**config.mk**
```make
export PLATFORM = sky130hd
export DESIGN_NAME = byte_order_stream
export DESIGN_NICKNAME = d
export VERILOG_FILES = /design/src/rtl/byte_order_pkg.sv /design/src/rtl/byte_lane_permute.sv /design/src/rtl/byte_order_stream.sv
export SDC_FILE = /design/constraint.sdc
export NUM_CORES = 1
export LEC_CHECK = 0
export ABC_AREA = 1
export ABC_CLOCK_PERIOD_IN_PS = 4900
export CORE_UTILIZATION = 31
export CTS_CLUSTER_DIAMETER = 200
export DETAILED_ROUTE_END_ITERATION = 6
export GPL_TIMING_DRIVEN = 0
export PLACE_DENSITY = 0.5
export SLEW_MARGIN = 5
export SYNTH_ARGS = -nofsm -noshare
export SYNTH_HDL_FRONTEND = slang
export SYNTH_HIERARCHICAL = 1
export SYNTH_SLANG_ARGS = --single-unit
```
**constraint.sdc**
```tcl
create_clock -name clk -period 4.9 [get_ports clk]
set_input_delay 1.225 -clock clk [delete_from_list [all_inputs] [get_ports clk]]
set_output_delay 1.225 -clock clk [all_outputs]
set_load 0.02 [all_outputs]
```
**src/rtl/byte_order_pkg.sv**
```systemverilog
// Shared definitions for the byte-order stream converter: permutation mode
// encodings and the lane-source mapping used to build the byte crossbar.
package byte_order_pkg;

    localparam logic [1:0] MODE_PASS    = 2'b00;
    localparam logic [1:0] MODE_REVERSE = 2'b01;
    localparam logic [1:0] MODE_SWAP16  = 2'b10;
    localparam logic [1:0] MODE_HWREV   = 2'b11;

    // Input lane feeding output lane j for a word of n lanes. Evaluated at
    // elaboration time only, so every output lane becomes a fixed 4:1 mux.
    function automatic int lane_src(input logic [1:0] mode, input int j, input int n);
        int src;
        src = j;
        case (mode)
            MODE_REVERSE: src = n - 1 - j;
            MODE_SWAP16:  src = j ^ 1;
            MODE_HWREV:   src = (n - 2 - (j & ~1)) | (j & 1);
            default:      src = j;
        endcase
        return src;
    endfunction

endpackage

```
**src/rtl/byte_lane_permute.sv**
```systemverilog
// Combinational byte crossbar: routes data lanes and their keep bits together
// according to the selected permutation mode.
module byte_lane_permute
    import byte_order_pkg::*;
#(
    parameter int BYTE_COUNT = 4,
    parameter int BYTE_SIZE  = 8
) (
    input  logic [1:0]                      mode,
    input  logic [BYTE_COUNT*BYTE_SIZE-1:0] in_data,
    input  logic [BYTE_COUNT-1:0]           in_keep,
    output logic [BYTE_COUNT*BYTE_SIZE-1:0] out_data,
    output logic [BYTE_COUNT-1:0]           out_keep
);

    for (genvar j = 0; j < BYTE_COUNT; j++) begin : g_lane
        localparam int SRC_PASS    = lane_src(MODE_PASS,    j, BYTE_COUNT);
        localparam int SRC_REVERSE = lane_src(MODE_REVERSE, j, BYTE_COUNT);
        localparam int SRC_SWAP16  = lane_src(MODE_SWAP16,  j, BYTE_COUNT);
        localparam int SRC_HWREV   = lane_src(MODE_HWREV,   j, BYTE_COUNT);

        logic [BYTE_SIZE-1:0] lane_data;
        logic                 lane_keep;

        always_comb begin
            lane_data = in_data[BYTE_SIZE*SRC_PASS +: BYTE_SIZE];
            lane_keep = in_keep[SRC_PASS];
            case (mode)
                MODE_REVERSE: begin
                    lane_data = in_data[BYTE_SIZE*SRC_REVERSE +: BYTE_SIZE];
                    lane_keep = in_keep[SRC_REVERSE];
                end
                MODE_SWAP16: begin
                    lane_data = in_data[BYTE_SIZE*SRC_SWAP16 +: BYTE_SIZE];
                    lane_keep = in_keep[SRC_SWAP16];
                end
                MODE_HWREV: begin
                    lane_data = in_data[BYTE_SIZE*SRC_HWREV +: BYTE_SIZE];
                    lane_keep = in_keep[SRC_HWREV];
                end
                default: ;
            endcase
        end

        assign out_data[BYTE_SIZE*j +: BYTE_SIZE] = lane_data;
        assign out_keep[j]                        = lane_keep;
    end

endmodule

```
**src/rtl/byte_order_stream.sv**
```systemverilog
// Registered streaming byte-order converter: permutes each beat on entry and
// holds it in an output register backed by one skid entry for a registered in_ready.
module byte_order_stream
    import byte_order_pkg::*;
#(
    parameter int BYTE_COUNT = 4,
    parameter int BYTE_SIZE  = 8
) (
    input  logic                            clk,
    input  logic                            rst,
    input  logic [1:0]                      mode,
    input  logic [BYTE_COUNT*BYTE_SIZE-1:0] in_data,
    input  logic [BYTE_COUNT-1:0]           in_keep,
    input  logic                            in_valid,
    output logic                            in_ready,
    output logic [BYTE_COUNT*BYTE_SIZE-1:0] out_data,
    output logic [BYTE_COUNT-1:0]           out_keep,
    output logic                            out_valid,
    input  logic                            out_ready
);

    localparam int DATA_W = BYTE_COUNT * BYTE_SIZE;

    if (BYTE_COUNT < 2 || (BYTE_COUNT & (BYTE_COUNT - 1)) != 0 || BYTE_SIZE < 1) begin : g_bad_param
        $error("byte_order_stream: BYTE_COUNT must be a power of two >= 2 and BYTE_SIZE >= 1");
    end

    logic [DATA_W-1:0]     perm_data;
    logic [BYTE_COUNT-1:0] perm_keep;

    // Mode is applied on entry, so a stored beat never depends on later mode values.
    byte_lane_permute #(
        .BYTE_COUNT (BYTE_COUNT),
        .BYTE_SIZE  (BYTE_SIZE)
    ) u_permute (
        .mode     (mode),
        .in_data  (in_data),
        .in_keep  (in_keep),
        .out_data (perm_data),
        .out_keep (perm_keep)
    );

    logic [DATA_W-1:0]     out_data_q,  out_data_d;
    logic [BYTE_COUNT-1:0] out_keep_q,  out_keep_d;
    logic                  out_valid_q, out_valid_d;
    logic [DATA_W-1:0]     skid_data_q, skid_data_d;
    logic [BYTE_COUNT-1:0] skid_keep_q, skid_keep_d;
    logic                  skid_valid_q, skid_valid_d;
    logic                  in_ready_q,  in_ready_d;
    logic                  in_fire;

    always_comb begin
        out_data_d   = out_data_q;
        out_keep_d   = out_keep_q;
        out_valid_d  = out_valid_q;
        skid_data_d  = skid_data_q;
        skid_keep_d  = skid_keep_q;
        skid_valid_d = skid_valid_q;
        in_fire      = in_valid && in_ready_q;

        if (skid_valid_q) begin
            // in_ready is low whenever the skid is occupied, so no new beat can arrive here.
            if (out_ready) begin
                out_data_d   = skid_data_q;
                out_keep_d   = skid_keep_q;
                out_valid_d  = 1'b1;
                skid_valid_d = 1'b0;
            end
        end else if (in_fire) begin
            if (!out_valid_q || out_ready) begin
                out_data_d  = perm_data;
                out_keep_d  = perm_keep;
                out_valid_d = 1'b1;
            end else begin
                skid_data_d  = perm_data;
                skid_keep_d  = perm_keep;
                skid_valid_d = 1'b1;
            end
        end else if (out_ready) begin
            out_valid_d = 1'b0;
        end

        in_ready_d = !skid_valid_d;
    end

    always_ff @(posedge clk or posedge rst) begin
        if (rst) begin
            out_data_q   <= '0;
            out_keep_q   <= '0;
            out_valid_q  <= 1'b0;
            skid_valid_q <= 1'b0;
            in_ready_q   <= 1'b0;
        end else begin
            out_data_q   <= out_data_d;
            out_keep_q   <= out_keep_d;
            out_valid_q  <= out_valid_d;
            skid_valid_q <= skid_valid_d;
            in_ready_q   <= in_ready_d;
        end
    end

    // Skid payload is only meaningful while skid_valid_q is set, so it needs no reset.
    always_ff @(posedge clk) begin
        skid_data_q <= skid_data_d;
        skid_keep_q <= skid_keep_d;
    end

    assign in_ready  = in_ready_q;
    assign out_data  = out_data_q;
    assign out_keep  = out_keep_q;
    assign out_valid = out_valid_q;

endmodule
```
==> impl_metrics.py, run 1 <==
metrics = {
    "power_and_ir_drop": {
        "p_switching_mw": 0.9581,
        "irDropWorstVdd_uv": 149.0,
        "p_clk_share_pct": 24.2,
        "power_mw": 2.676,
        "p_seq_share_pct": 34.9,
        "leakagePower_nw": 2.455,
        "power_per_cell_area_nw_per_um2": 477.7,
        "p_int_mw": 1.718,
        "switching_share_pct": 35.80,
        "comb_power_share_pct": 40.9,
    },
    "logic_synthesis": {
        "syn-instance-count": 536,
        "synth_area_leaders": "edfxtp_1 25%, dfrtp_1 23%, nand2_1 19%, nand3_1 13%, nand4_1 11%",
        "syn_nets": 578,
        "synth.top_cell.area_share_pct": 25.35,
        "yosys.area.top_type": "edfxtp_1",
        "synth_cell_type_count": 16,
        "yosys_warnings": 6,
        "ys_seq_area_share_pct": 48.24,
        "ys_ff_latch": 75,
        "avgSynthCellArea_sq_um": 7.955,
        "syn_area_sq_um": 4264,
    },
    "drt": {
        "wirelength_met1_microns": 6405,
        "wl_met3_microns": 825,
        "drc": 0,
        "vias": 4238,
        "wire_per_inst_microns": 17.08,
        "maxUsedRoutingLayer": "met4",
        "wl_microns": 13820,
        "drtIter0Drc": 451,
        "met2WireLength_microns": 6188,
        "drtPass1Iterations": 5,
        "viasPerCell": 5.239,
        "route.antenna.remaining_nets": 0,
    },
    "global_routing": {
        "grt_pass1_wl_microns": 21970,
        "grt.total_usage_pct": 20.26,
        "antenna_found_initial": 0,
        "grt_start_max_net_pins": 40,
        "gr-total-overflow": 0,
        "grt_pass1_vias": 4062,
    },
    "clock_tree": {
        "cts_tree": "done",
        "cts_max_path_buffers": 2,
        "clk-insertion-delay-late_ns": 0.34,
        "clk_pin_slew_ns": 0.06,
        "ctsHoldBuffers": 0,
        "cts_buffers": 9,
        "cts_resized": 0,
        "htreeDepth": 3,
        "post_cts_buffers": 0,
        "root_buffer": "clkbuf_16",
        "cts_sinks": 75,
    },
    "worst_setup_path": {
        "worstSetupPathType": "in -> reg",
        "worstPathRequired_ns": 4.95,
        "cp_data_arrival_time_ns": 3.40,
        "path_depth": 9,
        "reg2reg_to": "skid_keep_q[3]",
        "worst_r2r_path_depth": 7,
        "endpoint_kind": "flop",
        "worstPathMaxFanout": 12,
        "crit_chain": "clkdlybuf4s50_1 -> inv_1 -> nand2_1 -> buf_4 -> buf_4 -> nor3_2 -> buf_8 -> buf_6 -> buf_6",
        "crit_slowest_cell": "nor3_2",
        "crit_path_max_incr_delay_ns": 0.63,
        "critPathLaunchType": "input port",
        "r2r_start": "out_valid",
        "crit_family": "buffers and inverters",
        "rrSetupSlack_ns": 2.56,
        "cp.buffers_inverters": 7,
    },
    "floorplan": {
        "initial_utilization_pct": 31.95,
        "die_h_microns": 119.3,
        "num_rows": 42,
        "design.core.area_sq_um": 13350,
        "dieArea_sq_um": 14230,
        "io_pins": 80,
        "die_w_microns": 119.3,
    },
    "sta": {
        "min_period_ns": 3.350,
        "rsz0062_at_grt": "no",
        "fin_crit_sh_pct": 68.36,
        "hold_viol_final": 0,
        "max_slew.worst_pin.slew_ns": 0.8353,
        "drv_slew": 0,
        "holdWs_ns": 0.4763,
        "skew_ns": 0.005019,
        "max-slew-margin-rel_pct": 44.23,
        "setup_viol": 0,
        "fmax_mhz": 298.5,
    },
    "finish": {
        "final_common_cell": "nand2_1",
        "nets": 671,
        "mostFrequentLayoutCells": "220 x nand2_1, 108 x nand3_1, 79 x clkdlybuf4s50_1, 72 x nand4_1, 39 x dfrtp_1",
        "drive_gt1_share_pct": 11.22,
        "utilization_pct": 41.98,
        "instances_no_fill": 809,
        "area_growth_pct": 31.40,
        "diodes": 0,
    },
    "placement": {
        "io_buffers": 79,
        "gp_congestion": 0.8888,
        "dp_hpwl_microns": 10180,
        "placed_cells": 794,
    },
    "hold_path": {
        "hp-class": "reg -> reg",
        "hold_start": "out_data[16]",
        "whs_path_depth": 2,
        "holdPathEnd": "out_data[16]",
    },
    "flow_run": {
        "cap_violations": 0,
    },
    "outcome": {
        "run_status": "finished, final reports clean",
    },
}
## final cells by class
| class | instances | area [sq um] |
|---|---|---|
| clock inverters | 3 | 38.79 |
| well taps | 176 | 220.2 |
| repair buffers | 82 | 828.3 |
| plain buffers | 50 | 309.0 |
| multi-input cells | 405 | 1881 |
| inverters | 6 | 22.52 |
| flip-flops and latches | 75 | 2057 |
| fillers | 1393 | 7745 |
| clock buffers | 12 | 246.5 |
## metal layers
metal | vias to the layer above | global-route usage, %
li1 | 2046 | -
met1 | 1998 | 27.83
met4 | 0 | 9.098
met3 | 27 | 4.167
met5 | - | 0
met2 | 167 | 30.52
## metrics by stage
stage | TNS, ns | instance area (sq um) | worst slack, ns
floorplan | 0 | 4264 | 0.2196
global placement | -50.00 | 5275 | -1.392
detailed placement | 0 | 5318 | 1.160
CTS | 0 | 5603 | 1.519
global route | 0 | 5603 | 1.385
finish | 0 | 5603 | 1.550
## power by group through the flow
stage / Combinational, mW / Clock [mW] / Sequential (mW)
after global routing: 1.19 / 0.689 / 0.958
final: 1.09 / 0.648 / 0.935
after global placement: 1.08 / 0 / 0.946
after detailed placement: 1.10 / 0 / 0.948
after floorplan: 0.403 / 0 / 1.14
after CTS: 1.10 / 0.664 / 0.937
## state kept, by name, summed over array words and instances, names as in the netlist
signal,flops
in_ready,1
out_data,32
out_keep,4
out_valid,1
skid_data_q,32
skid_keep_q,4
skid_valid_q,1
## how the worst max path moves through the flow
| stage | startpoint | endpoint | slack, ns |
|---|---|---|---|
| after global routing | out_ready | skid_keep_q[3] | 1.38 |
| final | out_ready | skid_keep_q[3] | 1.55 |
| after floorplan | out_ready | skid_data_q[0] | 0.22 |
| after detailed placement | out_ready | skid_keep_q[3] | 1.16 |
| after CTS | out_ready | skid_keep_q[3] | 1.52 |
| after global placement | out_ready | skid_keep_q[3] | -1.39 |
## cell usage after synthesis
master      n
nand2_4     1
nor2_8      1
nand2_1   220
buf_2      31
buf_4      12
buf_6       5
nand4_1    72
inv_1       3
nor3_1      1
nand3_4     1
nand3_1   108
inv_2       3
o21ai_0     1
dfrtp_1    39
clkbuf_1    2
edfxtp_1   36
## worst reg2reg max path, cell delays in order (launching register included)
cell	delay (ns)
dfrtp_1	0.34
nand2_1	0.13
buf_4	0.22
buf_4	0.18
nor3_2	0.63
buf_8	0.23
buf_6	0.14
buf_6	0.17
## kinds of logic after synthesis
family	share of synthesized area, %
AND/OR/NAND/NOR	43.87
buffers and inverters	7.776
flip-flops	48.24
AO/OA/AOI/OAI	0.1173
Power figures use the tool's default switching activity.
==> inputs of run 2 (changes only) <==
--- a/config.mk
+++ b/config.mk
@@ -6,7 +6,7 @@
 export NUM_CORES = 1
 export LEC_CHECK = 0
 export ABC_AREA = 1
-export ABC_CLOCK_PERIOD_IN_PS = 4900
+export ABC_CLOCK_PERIOD_IN_PS = 3100
 export CORE_UTILIZATION = 31
 export CTS_CLUSTER_DIAMETER = 200
 export DETAILED_ROUTE_END_ITERATION = 6
==> constraint.sdc (replaced) <==
create_clock -name clk -period 3.1 [get_ports clk]
set_input_delay 0.775 -clock clk [delete_from_list [all_inputs] [get_ports clk]]
set_output_delay 0.775 -clock clk [all_outputs]
set_load 0.02 [all_outputs]
==> run 2 against run 1 <==
  * Combinational power grew 59%
  * Total power grew 61%
  * Setup slack lost 1.0 ns
  * Critical path type unchanged
  * Largest power group unchanged
==> impl_metrics.py, run 2 (synthesis gave the netlist of run 1 again) <==
metrics = {
    "sta": {
        "max_slew.worst_pin.slew_ns": 0.8260,
        "fmax_mhz": 388.7,
        "skew_ns": 0.004947,
        "fin_crit_sh_pct": 82.98,
        "max-slew-margin-rel_pct": 44.86,
        "hold_viol_final": 0,
        "setup_viol": 0,
        "min_period_ns": 2.572,
        "rsz0062_at_grt": "no",
        "drv_slew": 0,
        "layout_setup_ws_ns": 0.5275,
    },
    "drt": {
        "route.antenna.remaining_nets": 0,
        "drc": 0,
        "wire_per_inst_microns": 16.82,
        "wl_met3_microns": 777,
        "wirelength_met1_microns": 6356,
        "met2WireLength_microns": 6065,
        "vias": 4271,
        "maxUsedRoutingLayer": "met4",
        "viasPerCell": 5.279,
        "drtIter0Drc": 408,
        "drtPass1Iterations": 7,
        "wl_microns": 13610,
    },
    "finish": {
        "nets": 670,
        "mostFrequentLayoutCells": "220 x nand2_1, 108 x nand3_1, 79 x clkdlybuf4s50_1, 72 x nand4_1, 39 x dfrtp_1",
        "utilization_pct": 42.15,
        "instances_no_fill": 809,
        "area_growth_pct": 31.95,
        "diodes": 0,
        "fill_cells": 1391,
        "drive_gt1_share_pct": 11.37,
        "final_common_cell": "nand2_1",
    },
    "clock_tree": {
        "cts_resized": 0,
        "clk_pin_slew_ns": 0.05,
        "cts_tree": "done",
        "cts_sinks": 75,
        "post_cts_buffers": 0,
        "clk-insertion-delay-late_ns": 0.34,
        "htreeDepth": 3,
        "cts_max_path_buffers": 2,
        "cts_buffers": 9,
        "ctsHoldBuffers": 0,
        "root_buffer": "clkbuf_16",
    },
    "worst_setup_path": {
        "cp_data_arrival_time_ns": 2.62,
        "critPathLaunchType": "input port",
        "endpoint_kind": "flop",
        "worstPathMaxFanout": 16,
        "worstSetupPathType": "in -> reg",
        "worstPathRequired_ns": 3.14,
    },
    "flow_run": {
        "cap_violations": 0,
    },
    "floorplan": {
        "design.core.area_sq_um": 13350,
        "die_h_microns": 119.3,
        "num_rows": 42,
        "dieArea_sq_um": 14230,
        "die_w_microns": 119.3,
        "initial_utilization_pct": 31.95,
        "io_pins": 80,
    },
    "power_and_ir_drop": {
        "comb_power_share_pct": 40.0,
        "switching_share_pct": 35.52,
        "p_int_mw": 2.780,
        "power_per_cell_area_nw_per_um2": 766.3,
        "irDropWorstVdd_uv": 244.2,
        "p_seq_share_pct": 34.3,
        "leakagePower_nw": 2.460,
        "p_switching_mw": 1.531,
        "p_clk_share_pct": 25.7,
        "power_mw": 4.312,
    },
    "global_routing": {
        "grt_pass1_vias": 3942,
        "antenna_found_initial": 0,
        "grt.total_usage_pct": 19.81,
        "grt_pass1_wl_microns": 21580,
        "grt_start_max_net_pins": 40,
        "gr-total-overflow": 0,
    },
    "placement": {
        "dp_hpwl_microns": 10010,
        "pre_cts_slack_ns": 0.1625,
        "gp_congestion": 0.9116,
        "placed_cells": 793,
        "io_buffers": 79,
    },
    "hold_path": {
        "hp-class": "reg -> reg",
    },
    "outcome": {
        "run_status": "finished, final reports clean",
    },
}
## run 2: cell count changes in the layout (fill, tap and decap cells not counted)
cell and delta:
buf_6 -2, buf_8 +1, bufinv_16 +1, clkbuf_8 -1, clkinv_1 -1, clkinv_2 +1
clkinvlp_4 +1, nor3_2 -1, nor3_4 +1
## run 2: worst paths after layout
path                              start  slack, ns  depth (start not counted)        endpoint
max                           out_ready       0.53                          8  skid_keep_q[3]
min                        out_data[26]       0.48                          2    out_data[26]
max reg2reg                   out_valid       1.09                          6  skid_keep_q[3]
min reg2reg                out_data[26]       0.48                          2    out_data[26]
max in group asynchronous           rst       1.65                          2    out_data[25]
min in group asynchronous           rst       0.93                          2     out_data[9]
## run 2: layer usage
metal / vias to the layer above / global-route usage [%]
met2: 176 / 29.03
met5: - / 0
li1: 2051 / -
met4: 0 / 9.731
met3: 23 / 2.730
met1: 2021 / 28.42
## run 2: power groups by stage
stage | registers [mW] | clock network [mW] | logic, mW
3_3_place_gp | 1.49 | 0 | 1.71
2_1_floorplan | 1.80 | 0 | 0.642
3_5_place_dp | 1.50 | 0 | 1.73
4_1_cts | 1.48 | 1.14 | 1.74
6_report | 1.48 | 1.11 | 1.73
5_1_grt | 1.52 | 1.16 | 1.88
## run 2: through the flow
step / hold WS, ns / TNS [ns] / instance area (sq um)
finish: 0.4761 / 0 / 5627
global route: 0.5097 / 0 / 5627
CTS: 0.4839 / 0 / 5627
detailed placement: 0.4679 / 0 / 5316
global placement: 0.4659 / -12.56 / 5286
floorplan: 0.5381 / 0 / 4275
## run 2: area by class of cell
type / count / area (sq um) / share of cell area, %
sequential: 75 / 2057 / 36.56
multi-input combinational: 405 / 1887 / 33.53
clock inverter: 5 / 77.57 / 1.379
tap: 176 / 220.2 / 3.914
timing repair buffer: 81 / 820.8 / 14.59
buffer: 50 / 309.0 / 5.493
inverter: 6 / 22.52 / 0.4003
clock buffer: 11 / 232.7 / 4.136
## run 2: critical path, cell delays in order
cell and delay (ns):
clkdlybuf4s50_1 0.40, inv_1 0.07, nand2_1 0.12, buf_4 0.21, buf_4 0.19, nor3_4 0.42
buf_8 0.23, buf_8 0.18
==> inputs of run 3 (changes only) <==
--- a/config.mk
+++ b/config.mk
@@ -6,12 +6,12 @@
 export NUM_CORES = 1
 export LEC_CHECK = 0
 export ABC_AREA = 1
-export ABC_CLOCK_PERIOD_IN_PS = 3100
+export ABC_CLOCK_PERIOD_IN_PS = 2100
 export CORE_UTILIZATION = 31
 export CTS_CLUSTER_DIAMETER = 200
 export DETAILED_ROUTE_END_ITERATION = 6
 export GPL_TIMING_DRIVEN = 0
-export PLACE_DENSITY = 0.5
+export PLACE_DENSITY = 0.52
 export SLEW_MARGIN = 5
 export SYNTH_ARGS = -nofsm -noshare
 export SYNTH_HDL_FRONTEND = slang
==> constraint.sdc (replaced) <==
create_clock -name clk -period 2.1 [get_ports clk]
set_input_delay 0.525 -clock clk [delete_from_list [all_inputs] [get_ports clk]]
set_output_delay 0.525 -clock clk [all_outputs]
set_load 0.02 [all_outputs]
==> run 3 against run 2 <==
  * Die area did not move
  * Worst hold slack improved by 0.0010 ns
  * Global-route usage grew 0.50 points
  * Final area rose by 1.1%
  * Final cell count increased by 0.25%
  * Clock-buffer cell count down 1
  * Sequential share of layout area down 0.40 points
==> impl_metrics.py, run 3 (synthesis gave the netlist of run 1 again) <==
metrics = {
    "finish": {
        "nets": 672,
        "final_common_cell": "nand2_1",
        "mostFrequentLayoutCells": "219 x nand2_1, 108 x nand3_1, 79 x clkdlybuf4s50_1, 72 x nand4_1, 39 x dfrtp_1",
        "area_growth_pct": 33.42,
        "instances_no_fill": 811,
        "final_area_sq_um": 5689,
        "fill_cells": 1348,
        "drive_gt1_share_pct": 12.28,
        "diodes": 0,
    },
    "clock_tree": {
        "cts_resized": 0,
        "ctsHoldBuffers": 0,
        "clk_pin_slew_ns": 0.06,
        "post_cts_buffers": 3,
        "cts_tree": "done",
        "cts_buffers": 9,
        "cts_max_path_buffers": 2,
        "root_buffer": "clkbuf_16",
        "htreeDepth": 3,
        "clk-insertion-delay-late_ns": 0.34,
        "cts_sinks": 75,
    },
    "power_and_ir_drop": {
        "switching_share_pct": 36.02,
        "irDropWorstVdd_uv": 408.8,
        "p_seq_share_pct": 34.4,
        "p_int_mw": 4.079,
        "power_per_cell_area_nw_per_um2": 1120,
        "comb_power_share_pct": 40.5,
        "p_switching_mw": 2.296,
        "p_clk_share_pct": 25.1,
        "leakagePower_nw": 2.494,
    },
    "global_routing": {
        "grt_start_max_net_pins": 40,
        "antenna_found_initial": 0,
        "grt_pass1_wl_microns": 22360,
        "grt_pass1_vias": 4254,
        "gr-total-overflow": 0,
        "grt.total_usage_pct": 20.31,
    },
    "drt": {
        "viasPerCell": 5.305,
        "vias": 4302,
        "wire_per_inst_microns": 16.91,
        "drtIter0Drc": 428,
        "route.antenna.remaining_nets": 0,
        "wl_microns": 13720,
        "drtPass1Iterations": 6,
        "drc": 0,
    },
    "placement": {
        "placed_cell_area_sq_um": 5341,
        "io_buffers": 79,
        "placed_cells": 792,
        "pre_cts_slack_ns": -0.7980,
        "gp_congestion": 0.8686,
        "dp_hpwl_microns": 9855,
    },
    "sta": {
        "skew_ns": 0.007985,
        "max_slew.worst_pin.slew_ns": 0.8383,
        "fmax_mhz": 513.5,
        "rsz0062_at_grt": "no",
        "drv_slew": 0,
        "setup_viol": 0,
        "hold_viol_final": 0,
        "setup_tns_ns": 0,
        "min_period_ns": 1.947,
        "fin_crit_sh_pct": 92.74,
        "max-slew-margin-rel_pct": 44.03,
        "holdWs_ns": 0.4772,
        "layout_setup_ws_ns": 0.1525,
    },
    "worst_setup_path": {
        "worstPathRequired_ns": 2.15,
        "rrSetupSlack_ns": 0.47,
        "cp_data_arrival_time_ns": 1.99,
        "worstSetupPathType": "in -> reg",
        "endpoint_kind": "flop",
        "critPathLaunchType": "input port",
        "worstPathMaxFanout": 20,
    },
    "outcome": {
        "run_status": "finished, final reports clean",
    },
    "floorplan": {
        "io_pins": 80,
        "die_h_microns": 119.3,
        "dieArea_sq_um": 14230,
        "design.core.area_sq_um": 13350,
        "num_rows": 42,
        "die_w_microns": 119.3,
        "initial_utilization_pct": 31.95,
    },
    "hold_path": {
        "hp-class": "reg -> reg",
    },
    "flow_run": {
        "cap_violations": 0,
    },
}
run 3: worst max-delay path, cell delays in order:
cell and delay [ns]:
clkdlybuf4s50_1 0.54, inv_12 0.10, nand2_4 0.07, buf_6 0.15, buf_6 0.14, nor3_4 0.10
buf_4 0.18, buf_16 0.17
run 3: power groups by stage:
stage | registers (mW) | logic, mW | clock network, mW
after global routing | 2.25 | 2.81 | 1.69
final | 2.19 | 2.58 | 1.60
after global placement | 2.21 | 2.55 | 0
after floorplan | 2.66 | 0.959 | 0
after CTS | 2.20 | 2.60 | 1.63
after detailed placement | 2.23 | 2.57 | 0
run 3: metrics by stage:
stage / util [%] / total power, mW
2_1_floorplan: - / 3.617
3_3_place_gp: 39.81 / 4.755
3_5_place_dp: 40.02 / 4.796
4_1_cts: 42.62 / 6.433
5_1_grt: 42.62 / 6.758
6_report: 42.62 / 6.375
run 3: per-layer routing:
layer	part of all wire [%]	global-route usage, %	vias up
met3	6.1	3.784	25
met1	45	27.23	2041
met2	47	32.52	189
met4	2.2	7.358	0
li1	-	-	2047
met5	0	0	-
run 3: path summary, 6_finish.rpt:
path / start / to / cells after the start
worst min register to register: out_data[24] / out_data[24] / 2
min in group asynchronous: rst / out_data[9] / 2
worst max-delay path: out_ready / skid_data_q[27] / 8
worst max register to register: skid_valid_q / skid_data_q[27] / 5
worst min-delay path: out_data[24] / out_data[24] / 2
max in group asynchronous: rst / out_data[1] / 2
run 3: final cells by class:
cell class	count	area, sq um	share of cell area, %
Sequential cell	75	2057	36.16
Multi-Input combinational cell	405	1894	33.30
Tap cell	176	220.2	3.871
Buffer	50	316.6	5.564
Clock inverter	6	62.56	1.100
Inverter	6	35.03	0.6158
Clock buffer	10	250.2	4.399
Timing Repair Buffer	83	853.3	15.00
==> RTL change, RTL diff (config.mk and constraints of run 1) <==
`out_data_q` no longer has a reset.
--- a/src/rtl/byte_order_stream.sv
+++ b/src/rtl/byte_order_stream.sv
@@ -85,18 +85,20 @@
 
     always_ff @(posedge clk or posedge rst) begin
         if (rst) begin
-            out_data_q   <= '0;
             out_keep_q   <= '0;
             out_valid_q  <= 1'b0;
             skid_valid_q <= 1'b0;
             in_ready_q   <= 1'b0;
         end else begin
-            out_data_q   <= out_data_d;
             out_keep_q   <= out_keep_d;
             out_valid_q  <= out_valid_d;
             skid_valid_q <= skid_valid_d;
             in_ready_q   <= in_ready_d;
         end
+    end
+
+    always_ff @(posedge clk) begin
+        out_data_q <= out_data_d;
     end
 
     // Skid payload is only meaningful while skid_valid_q is set, so it needs no reset.
Behaviour: differs if rst is asserted again (counterexample within 4 cycles, from zero or initial values and one cycle with rst high); with rst held inactive, the same outputs for 10 cycles.
==> RTL change against run 1 <==
Core utilization grew 0.74 points. Via count shrank 15%. Total power shrank 20%. Sequential share of layout area grew 5.8 points. Setup slack gained 0.16 ns. Critical path depth shrank 4. Area after synthesis shrank 7.7%. Routed wire length shrank 14%. Sequential cell count is the same. Count of clock-buffer cells in the layout is the same. Design area shrank 6.9%. Critical path type unchanged.
==> RTL change: results (changes against run 1) <==
run status complete, no violations; synth top area cells sky130_fd_sc_hd__edfxtp_1, sky130_fd_sc_hd__nand2_1, sky130_fd_sc_hd__nand3_1, sky130_fd_sc_hd__nand4_1, sky130_fd_sc_hd__dfrtp_1; Clock Tree Root sky130_fd_sc_hd__clkbuf_16; worst hold slack after final layout 0.488 ns (+0.0120 ns); global-route wire length before repair 18,300 um (-17%); Placement Setup Slack 1.39 ns (+0.234 ns); Port Buf Inserts 79 (unchanged); ant diodes 0 (unchanged); post-detailed-route via-to-cell ratio 5.21 (-0.58%); CP max stage delay 0.85 ns (+0.22 ns); Hold/Removal Path Class register to register; Post-Place Cell Area 4960 um2 (-6.7%); synth unique cells 16 (unchanged); via count of the first global-routing pass 3,433 (-15%); number of post-CTS setup repair buffers 0 (unchanged); cell depth of the worst min-delay path 2 (unchanged); number of clock buffers inserted by TritonCTS 9 (unchanged); Slew headroom 0.259 (-0.183); Worst R2R Setup Slack 2.57 ns (about the same); source of the worst register-to-register timing path skid_valid_q; worst setup path class primary input to register; Layout Nets 562 (-16%); layout-stage area growth over the synthesis result 32.6%; Cell Count, Final, Fillers Out 692 (-14%); Fin Clk Skew 0.00431 ns (-0.000711 ns); leading register cell type out of synthesis sky130_fd_sc_hd__edfxtp_1; CP delay by family, top buffers and inverters; Worst Path Arrival 2.92 ns (-0.48 ns); static leakage power 2.04 nW (-17%); weighted congestion reported at the end of routability-driven placement 0.881 (-0.83%); violation count after the first detailed-routing iteration 353 (-22%); wire length per cell after detailed routing 17.1 um (+0.24%); worst hold path startpoint out_keep[0]; H-tree levels 3 (unchanged); Clk pin slew, worst setup/hold paths 0.06 ns (about the same); Worst-Skew Late Latency roughly 0.33 ns; standard cell with the maximum stage delay on the critical path sky130_fd_sc_hd__clkinv_1; async set-or-reset flop fraction in the synthesized netlist 0.0933 (-0.427); register area share after synthesis 0.563 (+0.0810); Cells after DPL 677 (-15%); All-Layer GR Usage 0.188 (-0.0151); Post-synth EDFFs 68 (+89%); worst r2r dst out_data[7]; Pre-Repair DR Iteration Count 7 (+2); half-perimeter wire length after detailed placement 8240 um (-19%); Clock Path Buffers 2 (unchanged); end point of the most critical hold path out_keep[0]; critical path peak fanout 32 (+20); setup slack of the critical path after layout 1.71 ns (+0.160 ns); gate count after technology mapping 429 (-20%); net count after synthesis 471 (-19%); synth cell count leaders sky130_fd_sc_hd__nand2_1, sky130_fd_sc_hd__nand3_1, sky130_fd_sc_hd__edfxtp_1, sky130_fd_sc_hd__nand4_1, sky130_fd_sc_hd__buf_2; number of cell instances on the worst register-to-register path 4 (-3); fill count 1,222 (-12%); largest net degree at the start of global routing 33 (-18%); fraction of final layout cells with drive strength greater than 1 0.107 (-0.00529); maximum vdd ir drop 227 uV (+52%)
[RTL change: kinds of logic after synthesis]
kind of cell / Yosys count / share of synthesized area
and+or+nand+nor: 310 / 0.366
buffers and inverters: 44 / 0.0706
DFF: 75 / 0.563
[RTL change: area by class of cell]
cell class / count / area share
Clock inverter: 3 / 0.00312
Inverter: 8 / 0.00576
Buffer: 36 / 0.0475
Tap cell: 168 / 0.0403
Timing Repair Buffer: 80 / 0.155
Multi-Input combinational cell: 310 / 0.278
Sequential cell: 75 / 0.425
Clock buffer: 12 / 0.0453
[RTL change: routing by layer]
metal / global-route usage / routed length, um / up-vias / share of wire
met5: 0 / 0 / - / 0
met4: 0.0667 / 238 / 0 / 0.020
met3: 0.0524 / 987 / 20 / 0.083
met2: 0.287 / 5380 / 207 / 0.45
met1: 0.253 / 5240 / 1681 / 0.44
li1: - / - / 1696 / -
[RTL change: report_power, final]
part,internal (mW),switching (mW)
registers,0.856,0.0341
logic,0.267,0.393
clock network,0.338,0.244
total,1.46,0.670
